**src/rtl/dram_diag_loader.sv**
```systemverilog
`timescale 1ns/1ps
// ============================================================================
// dram_diag_loader
//
// Diagnostic-side writer and readback engine for the IR dispatch RAM (DRAM).
// One load or readback request is taken at a time. The block then walks
// through a short list of diagnostic function "steps". For each step it
// presents a function code (and, for load-side steps, EBUS data) and then
// pulses the diag strobe that the IR board decodes.
//
//   Load list : LDADR(057) XY(060/061) JC(062) JEO(063/064)
//   Read list : LDADR(057) R133 R134 R135
//
// A load with VERIFY=1 runs both lists and compares the readback with the
// written word. A load with VERIFY=0 runs only the load list. A readback
// request runs only the read list.
//
// Ports
//   clk            system clock
//   CROBAR         synchronous active-high reset
//   req_valid      request present
//   req_ready      high only while idle; accept = req_valid & req_ready
//   req_write      1 = load DRAM word, 0 = readback only
//   req_addr       DRAM address [0:8] (bit 8 selects the even/odd half)
//   req_data       word [0:14]: A[0:2] B[3:5] P[6] J1-4[7:10] J7-10[11:14]
//   rsp_valid      one-cycle completion pulse
//   rsp_data       readback word (captured write data for an unverified load)
//   rsp_mismatch   readback differs from written data (verified loads only)
//   busy           high whenever the sequencer is not idle
//   DIAG_FUNC      diagnostic function code (octal)
//   DIAG_STROBE    diag function strobe
//   ebus_drive     loader drives EBUS data
//   ebus_data_out  EBUS drive data; only [0:8] are ever non-zero
//   ebus_data_in   EBUS receive data; only [0:5] are sampled
//
// Step timing: SETUP for SETTLE_CYCLES, STROBE for STROBE_CYCLES, then one
// GAP cycle with everything released. After the last GAP a single DONE
// cycle carries rsp_valid, and the block returns to IDLE.
//
// The field layout of the DRAM word and of the EBUS mapping is fixed by the
// IR board, so DRAM_ADDR_BITS and DRAM_WIDTH are expected to stay 9 and 15.
// ============================================================================
module dram_diag_loader #(
    parameter int DRAM_ADDR_BITS = 9,
    parameter int DRAM_WIDTH     = 15,
    parameter int SETTLE_CYCLES  = 1,
    parameter int STROBE_CYCLES  = 2,
    parameter bit VERIFY         = 1'b1
) (
    input  logic                       clk,
    input  logic                       CROBAR,
    input  logic                       req_valid,
    output logic                       req_ready,
    input  logic                       req_write,
    input  logic [0:DRAM_ADDR_BITS-1]  req_addr,
    input  logic [0:DRAM_WIDTH-1]      req_data,
    output logic                       rsp_valid,
    output logic [0:DRAM_WIDTH-1]      rsp_data,
    output logic                       rsp_mismatch,
    output logic                       busy,
    output logic [0:6]                 DIAG_FUNC,
    output logic                       DIAG_STROBE,
    output logic                       ebus_drive,
    output logic [0:35]                ebus_data_out,
    input  logic [0:35]                ebus_data_in
);

    // ------------------------------------------------------------------
    // Constants
    // ------------------------------------------------------------------
    localparam int EBUS_WIDTH = 36;
    localparam int EBUS_USED  = 9;

    localparam int CNT_MAX  = (SETTLE_CYCLES > STROBE_CYCLES) ? SETTLE_CYCLES : STROBE_CYCLES;
    localparam int CNT_BITS = (CNT_MAX > 1) ? $clog2(CNT_MAX) : 1;
    localparam logic [CNT_BITS-1:0] SETTLE_LAST = CNT_BITS'(SETTLE_CYCLES - 1);
    localparam logic [CNT_BITS-1:0] STROBE_LAST = CNT_BITS'(STROBE_CYCLES - 1);

    // Diagnostic function codes decoded by the IR board.
    localparam logic [0:6] FN_LDADR    = 7'o057;
    localparam logic [0:6] FN_XY_EVEN  = 7'o060;
    localparam logic [0:6] FN_XY_ODD   = 7'o061;
    localparam logic [0:6] FN_JC       = 7'o062;
    localparam logic [0:6] FN_JEO_EVEN = 7'o063;
    localparam logic [0:6] FN_JEO_ODD  = 7'o064;
    localparam logic [0:6] FN_R133     = 7'o133;
    localparam logic [0:6] FN_R134     = 7'o134;
    localparam logic [0:6] FN_R135     = 7'o135;

    // Step numbering: 0..3 are the load list, 4..7 the read list. A
    // readback request simply starts at step 4, so one counter covers all
    // three sequence shapes.
    localparam logic [2:0] STEP_FIRST_LOAD = 3'd0;
    localparam logic [2:0] STEP_FIRST_READ = 3'd4;
    localparam logic [2:0] STEP_LAST_LOAD  = 3'd3;
    localparam logic [2:0] STEP_LAST_READ  = 3'd7;
    localparam logic [2:0] STEP_R133       = 3'd5;
    localparam logic [2:0] STEP_R134       = 3'd6;
    localparam logic [2:0] STEP_R135       = 3'd7;

    typedef enum logic [2:0] {
        IDLE,
        SETUP,
        STROBE,
        GAP,
        DONE
    } stateT;

    // ------------------------------------------------------------------
    // State
    // ------------------------------------------------------------------
    stateT                      stateReg;
    logic [CNT_BITS-1:0]        cntReg;
    logic [2:0]                 stepReg;
    logic [2:0]                 lastStepReg;

    logic                       capWriteReg;
    logic [0:DRAM_ADDR_BITS-1]  capAddrReg;
    logic [0:DRAM_WIDTH-1]      capDataReg;
    logic [0:DRAM_WIDTH-1]      readbackReg;

    logic                       reqReadyReg;
    logic                       busyReg;
    logic                       rspValidReg;
    logic [0:DRAM_WIDTH-1]      rspDataReg;
    logic                       rspMismatchReg;
    logic [0:6]                 diagFuncReg;
    logic                       diagStrobeReg;
    logic                       ebusDriveReg;
    logic [0:EBUS_USED-1]       ebusWordReg;

    // ------------------------------------------------------------------
    // Step decode helpers
    // ------------------------------------------------------------------

    // Function code for a step. The XY and JEO loads address the even or
    // odd half of a DRAM pair through distinct codes selected by addr[8].
    function automatic logic [0:6] stepFunc(input logic [2:0] step, input logic oddAddr);
        logic [0:6] f;
        case (step)
            3'd0, 3'd4: f = FN_LDADR;
            3'd1:       f = oddAddr ? FN_XY_ODD : FN_XY_EVEN;
            3'd2:       f = FN_JC;
            3'd3:       f = oddAddr ? FN_JEO_ODD : FN_JEO_EVEN;
            3'd5:       f = FN_R133;
            3'd6:       f = FN_R134;
            default:    f = FN_R135;
        endcase
        return f;
    endfunction

    // The loader owns the EBUS for the address load and the three write
    // steps; during the R13x steps the IR board drives it.
    function automatic logic stepDrives(input logic [2:0] step);
        return (step <= STEP_FIRST_READ);
    endfunction

    // EBUS[0:8] image for a driving step. J fields are written left
    // justified on EBUS[0:3], although they are read back on EBUS[2:5].
    function automatic logic [0:EBUS_USED-1] stepWord(
        input logic [2:0]                step,
        input logic [0:DRAM_ADDR_BITS-1] addr,
        input logic [0:DRAM_WIDTH-1]     data
    );
        logic [0:EBUS_USED-1] w;
        case (step)
            3'd0, 3'd4: w = addr;
            3'd1:       w = {data[0:6], 2'b00};
            3'd2:       w = {data[7:10], 5'b00000};
            3'd3:       w = {data[11:14], 5'b00000};
            default:    w = '0;
        endcase
        return w;
    endfunction

    // ------------------------------------------------------------------
    // Sequencer
    // ------------------------------------------------------------------
    always_ff @(posedge clk) begin
        if (CROBAR) begin
            stateReg       <= IDLE;
            cntReg         <= '0;
            stepReg        <= '0;
            lastStepReg    <= '0;
            capWriteReg    <= 1'b0;
            capAddrReg     <= '0;
            capDataReg     <= '0;
            readbackReg    <= '0;
            reqReadyReg    <= 1'b1;
            busyReg        <= 1'b0;
            rspValidReg    <= 1'b0;
            rspDataReg     <= '0;
            rspMismatchReg <= 1'b0;
            diagFuncReg    <= '0;
            diagStrobeReg  <= 1'b0;
            ebusDriveReg   <= 1'b0;
            ebusWordReg    <= '0;
        end else begin
            case (stateReg)
                IDLE: begin
                    if (req_valid) begin
                        // Capture the request and present the first step
                        // straight away so SETUP already carries it.
                        capWriteReg <= req_write;
                        capAddrReg  <= req_addr;
                        capDataReg  <= req_data;
                        readbackReg <= '0;
                        if (req_write) begin
                            stepReg      <= STEP_FIRST_LOAD;
                            lastStepReg  <= VERIFY ? STEP_LAST_READ : STEP_LAST_LOAD;
                            diagFuncReg  <= stepFunc(STEP_FIRST_LOAD, req_addr[DRAM_ADDR_BITS-1]);
                            ebusDriveReg <= 1'b1;
                            ebusWordReg  <= stepWord(STEP_FIRST_LOAD, req_addr, req_data);
                        end else begin
                            stepReg      <= STEP_FIRST_READ;
                            lastStepReg  <= STEP_LAST_READ;
                            diagFuncReg  <= stepFunc(STEP_FIRST_READ, req_addr[DRAM_ADDR_BITS-1]);
                            ebusDriveReg <= 1'b1;
                            ebusWordReg  <= stepWord(STEP_FIRST_READ, req_addr, req_data);
                        end
                        cntReg      <= '0;
                        reqReadyReg <= 1'b0;
                        busyReg     <= 1'b1;
                        stateReg    <= SETUP;
                    end
                end

                SETUP: begin
                    if (cntReg == SETTLE_LAST) begin
                        cntReg        <= '0;
                        diagStrobeReg <= 1'b1;
                        stateReg      <= STROBE;
                    end else begin
                        cntReg <= cntReg + 1'b1;
                    end
                end

                STROBE: begin
                    if (cntReg == STROBE_LAST) begin
                        // Readback fields are taken on the final strobe
                        // cycle, after the IR board has had the whole
                        // strobe to put the DRAM data on the bus.
                        case (stepReg)
                            STEP_R133: begin
                                readbackReg[0:2] <= ebus_data_in[0:2];
                                readbackReg[3:5] <= ebus_data_in[3:5];
                            end
                            STEP_R134: begin
                                readbackReg[7:10] <= ebus_data_in[2:5];
                            end
                            STEP_R135: begin
                                readbackReg[6]     <= ebus_data_in[0];
                                readbackReg[11:14] <= ebus_data_in[2:5];
                            end
                            default: ;
                        endcase
                        cntReg        <= '0;
                        diagStrobeReg <= 1'b0;
                        ebusDriveReg  <= 1'b0;
                        ebusWordReg   <= '0;
                        diagFuncReg   <= '0;
                        stateReg      <= GAP;
                    end else begin
                        cntReg <= cntReg + 1'b1;
                    end
                end

                GAP: begin
                    if (stepReg == lastStepReg) begin
                        rspValidReg <= 1'b1;
                        // An unverified load has nothing read back, so the
                        // response echoes the captured word instead.
                        if (capWriteReg && !VERIFY) begin
                            rspDataReg     <= capDataReg;
                            rspMismatchReg <= 1'b0;
                        end else begin
                            rspDataReg     <= readbackReg;
                            rspMismatchReg <= capWriteReg && (readbackReg != capDataReg);
                        end
                        stateReg <= DONE;
                    end else begin
                        stepReg      <= stepReg + 3'd1;
                        diagFuncReg  <= stepFunc(stepReg + 3'd1, capAddrReg[DRAM_ADDR_BITS-1]);
                        ebusDriveReg <= stepDrives(stepReg + 3'd1);
                        ebusWordReg  <= stepDrives(stepReg + 3'd1)
                                        ? stepWord(stepReg + 3'd1, capAddrReg, capDataReg)
                                        : '0;
                        stateReg     <= SETUP;
                    end
                end

                DONE: begin
                    // The step counter only ever restarts from here.
                    stepReg        <= '0;
                    rspValidReg    <= 1'b0;
                    rspDataReg     <= '0;
                    rspMismatchReg <= 1'b0;
                    reqReadyReg    <= 1'b1;
                    busyReg        <= 1'b0;
                    stateReg       <= IDLE;
                end

                default: begin
                    stateReg    <= IDLE;
                    reqReadyReg <= 1'b1;
                    busyReg     <= 1'b0;
                end
            endcase
        end
    end

    // ------------------------------------------------------------------
    // Outputs
    // ------------------------------------------------------------------
    assign req_ready    = reqReadyReg;
    assign busy         = busyReg;
    assign rsp_valid    = rspValidReg;
    assign rsp_data     = rspDataReg;
    assign rsp_mismatch = rspMismatchReg;
    assign DIAG_FUNC    = diagFuncReg;
    assign DIAG_STROBE  = diagStrobeReg;
    assign ebus_drive   = ebusDriveReg;

    // Only the low-numbered EBUS bits carry loader data; the rest are tied
    // off so the bus sees clean zeros.
    generate
        for (genvar gi = 0; gi < EBUS_WIDTH; gi++) begin : gEbusOut
            if (gi < EBUS_USED) begin : gUsed
                assign ebus_data_out[gi] = ebusWordReg[gi];
            end else begin : gTied
                assign ebus_data_out[gi] = 1'b0;
            end
        end
    endgenerate

    // EBUS receive bits beyond [0:5] carry nothing the DRAM readback needs.
    logic unusedEbusIn;
    assign unusedEbusIn = ^ebus_data_in[6:35];

endmodule

```
**config.mk**
```make
export PLATFORM = sky130hd
export DESIGN_NAME = dram_diag_loader
export DESIGN_NICKNAME = d
export VERILOG_FILES = /design/src/rtl/dram_diag_loader.sv
export SDC_FILE = /design/constraint.sdc
export NUM_CORES = 1
export LEC_CHECK = 0
export BUFFER_PORTS_ARGS = -buffer_cell sky130_fd_sc_hd__buf_2
export CORE_UTILIZATION = 47
export DETAILED_ROUTE_END_ITERATION = 16
export PLACE_DENSITY = 0.87
export SYNTH_ARGS = -nofsm -noshare
export SYNTH_HDL_FRONTEND = slang
export SYNTH_SLANG_ARGS = --single-unit
export TNS_END_PERCENT = 1
```
**constraint.sdc**
```tcl
create_clock -name clk -period 2.4 [get_ports clk]
set_clock_uncertainty 0.1 [all_clocks]
set_input_delay 0.48 -clock clk [delete_from_list [all_inputs] [get_ports clk]]
set_output_delay 0.48 -clock clk [all_outputs]
set_load 0.02 [all_outputs]
```
==> impl_metrics.py <==
metrics = {
    "outcome": {
        "status": "finished, final reports clean",
    },
    "timing": {
        "fmax_mhz": 451,
        "drv_slew": 0,
        "holdWs_ns": 0.233,
        "period_needed_ns": 2.22,
        "post-route-period-util": 0.923,
        "final_hold_viol_count": 0,
        "worstMarginPinSlew_ns": 0.602,
        "slew_headroom": 0.598,
        "setup_viol": 0,
        "rsz0062_at_grt": "true",
    },
    "die": {
        "pin_count": 128,
        "die_y_um": 96.5,
        "coreArea_um2": 8680,
        "die-area_um2": 9310,
        "start_util": 0.484,
        "rows": 34,
        "dieWidth_um": 96.5,
    },
    "worst_hold_path": {
        "hold_path.class": "in -> reg",
    },
    "global_routing": {
        "grt_overflow": 0,
        "grt_pass1_wl_um": 16500,
        "grt_max_degree": 30,
        "grt_use_total": 0.233,
        "antenna_found_initial": 0,
        "grt_pass1_vias": 3363,
    },
    "logic_synthesis": {
        "ys.warnings.count": 0,
        "ys_types": 61,
        "netlist_top_cells_count": "85 x dfxtp_1, 78 x nand2_1, 53 x a21oi_1, 47 x nor2_1, 28 x buf_4",
        "async_reset_ff_frac": 0,
        "yosysMostFrequentCell": "dfxtp_1",
        "synthesis.area_um2": 4200,
        "syn_inst": 505,
        "synthSimpleGateAreaFrac": 0.222,
        "synth_top_family_by_area": "simple AND/OR/NAND/NOR gates",
        "seq_area_frac_synth": 0.405,
        "synthXorXnorAreaFrac": 0.0313,
        "synth_area_leaders": "dfxtp_1 41%, nand2_1 7.0%, a21oi_1 6.3%",
        "synth_seq_cells": 85,
        "synth_top_cell_area_share": 0.405,
        "synthAdderAreaFrac": 0.0239,
        "synth_edf_count": 0,
        "synth_top_area_cell": "dfxtp_1",
        "synth.area.mux_share": 0.0438,
        "synth_area_per_cell_um2": 8.31,
        "synth-compound-area-share": 0.177,
        "synthFlopType": "dfxtp_1",
    },
    "setup_path": {
        "startpoint_type": "flop",
        "critPathArrivalTime_ns": 2.38,
        "cpMostUsedCell": "buf_4",
        "cp_slowest_stage_delay_ns": 0.36,
        "path_cells": "buf_4 -> inv_1 -> ha_1 -> buf_4 -> o21ai_0 -> a311oi_4 -> a221oi_1 -> nor3_1",
        "crit_path_end": "ebusWordReg[4]",
        "cp-startpoint": "stepReg[1]",
        "cp_max_fo": 10,
        "reg2reg_slack_ns": 0.18,
        "worstReg2RegStart": "stepReg[1]",
        "end_kind": "flop",
        "worst-setup-path-type": "reg -> reg",
        "crit_required_ns": 2.56,
        "r2r_end": "ebusWordReg[4]",
        "reg2reg_depth": 8,
        "crit_slowest_cell": "o21ai_0",
    },
    "route": {
        "drc": 0,
        "ant_nets": 0,
        "drt-total-wl_um": 10300,
        "wl_per_cell_um": 15.2,
        "drt-initial-drc-count": 240,
        "vias_per_cell": 5.54,
        "vias": 3760,
        "dr.pass1.iters": 5,
    },
    "placement": {
        "dpl_cell_area_um2": 4540,
        "io_buffers": 70,
        "hpwl_um": 7390,
        "place_congestion": 0.918,
    },
    "power_and_ir_drop": {
        "peakVddDrop_mv": 0.280,
        "p_total_mw": 3.25,
        "p_leak_nw": 2.06,
        "power_density_nw_per_um2": 682,
    },
    "job": {
        "max_cap_violations": 0,
    },
    "clock_network": {
        "clock-sinks": 85,
        "htreeDepth": 3,
        "clk_pin_slew_worst_paths_ns": 0.09,
        "clkLatencyLatePin_ns": 0.37,
        "cts.path.max_buffers": 2,
        "ctsHoldBuffers": 0,
        "cts_root_buf": "clkbuf_8",
        "cts_buffers": 9,
        "cts_tree": "yes",
    },
    "final_layout": {
        "final_layout_size_suffix_gt1_frac": 0.207,
        "area.growth.synth_to_final_pct": 13.7,
        "finish.utilization": 0.550,
        "final_nets": 638,
        "stdcell_area_um2": 4770,
        "diodes": 0,
    },
}
-- state kept, by name (all words and copies together), names as in the netlist, 3 cells and up --
name and flops:
DIAG_FUNC 7, capAddrReg 9, capDataReg 15, ebusWordReg 9, readbackReg 15, rsp_data 15
stateReg 3, stepReg 3
-- cell type report --
class | instances | area (um^2)
inverter | 10 | 37.5
tap | 108 | 135
timing repair buffer | 86 | 470
fill | 770 | 3910
clock buffer | 9 | 124
sequential | 85 | 1700
clock inverter | 7 | 83.8
multi-input combinational | 374 | 2220
-- cell families after synthesis --
logic type               after synthesis
AO/OA/AOI/OAI                        107
other                                  1
multiplexers                          17
AND/OR/NAND/NOR                      200
buffers and inverters                 72
adder cells (fa/ha/maj)                8
flip-flops                            85
XOR/XNOR                              15
-- where the power goes --
| group | switching [mW] | internal, mW |
|---|---|---|
| sequential | 0.0773 | 1.50 |
| combinational | 0.389 | 0.219 |
| clock | 0.575 | 0.497 |
-- critical path: cells and delay by family (launching register included) --
family	cells	cell delay (ns)
AOI/OAI and AO/OA	3	0.90
buffers and inverters	3	0.43
DFF	1	0.35
adders and majority gates	1	0.22
and+or+nand+nor	1	0.09
-- timing repair --
| item | CTS | global route |
|---|---|---|
| setup buffers | 0 | 0 |
| gates resized for setup | 0 | 4 |
| endpoints found under the setup margin | 0 | 29 |
-- metrics by stage --
stage | setup TNS (ns) | setup WS [ns] | std cells
final | 0 | 0.184 | 679
after global placement | 0 | 0.236 | 663
after global routing | -0.0410 | -0.0297 | 679
after detailed placement | 0 | 0.0893 | 663
after floorplan | 0 | 0.129 | 531
after CTS | 0 | 0.0588 | 679
-- worst min path at each step --
stage	cells past startpoint	end	startpoint
final	3	capDataReg[8]	req_data[8]
after floorplan	2	capAddrReg[4]	capAddrReg[4]
after detailed placement	2	DIAG_FUNC[0]	DIAG_FUNC[0]
after global placement	2	DIAG_FUNC[0]	DIAG_FUNC[0]
after global routing	3	capDataReg[8]	req_data[8]
after CTS	3	capDataReg[2]	req_data[2]
-- layout by cell type, fill, tap and decap left out, types with 3 or more instances in the layout --
master	synthesis	layout
conb_1	1	27
o211ai_1	5	5
a211oi_1	4	4
a21oi_1	53	53
xor2_1	15	15
dfxtp_1	85	85
clkbuf_8	0	9
ha_1	8	8
nor4_1	4	4
a221oi_1	7	7
a32o_1	3	3
nand2_1	78	78
nand2b_1	8	8
nor2_1	47	47
a32oi_1	4	4
inv_1	10	10
buf_2	12	70
o21ai_0	7	7
a311oi_1	4	4
clkinv_4	0	3
nand3_1	25	25
nor3_1	13	13
buf_4	28	16
and3_1	5	5
nand4_1	3	3
mux2i_1	15	15
-- per-layer routing --
| metal | up-vias | part of all wire | track usage | wire, um |
|---|---|---|---|---|
| met4 | 0 | 0.017 | 0.0748 | 173 |
| met2 | 158 | 0.47 | 0.366 | 4830 |
| li1 | 1814 | - | - | - |
| met1 | 1772 | 0.45 | 0.316 | 4610 |
| met3 | 16 | 0.067 | 0.0532 | 694 |
| met5 | - | 0 | 0 | 0 |
No activity file was read; power rests on OpenSTA's default activity.
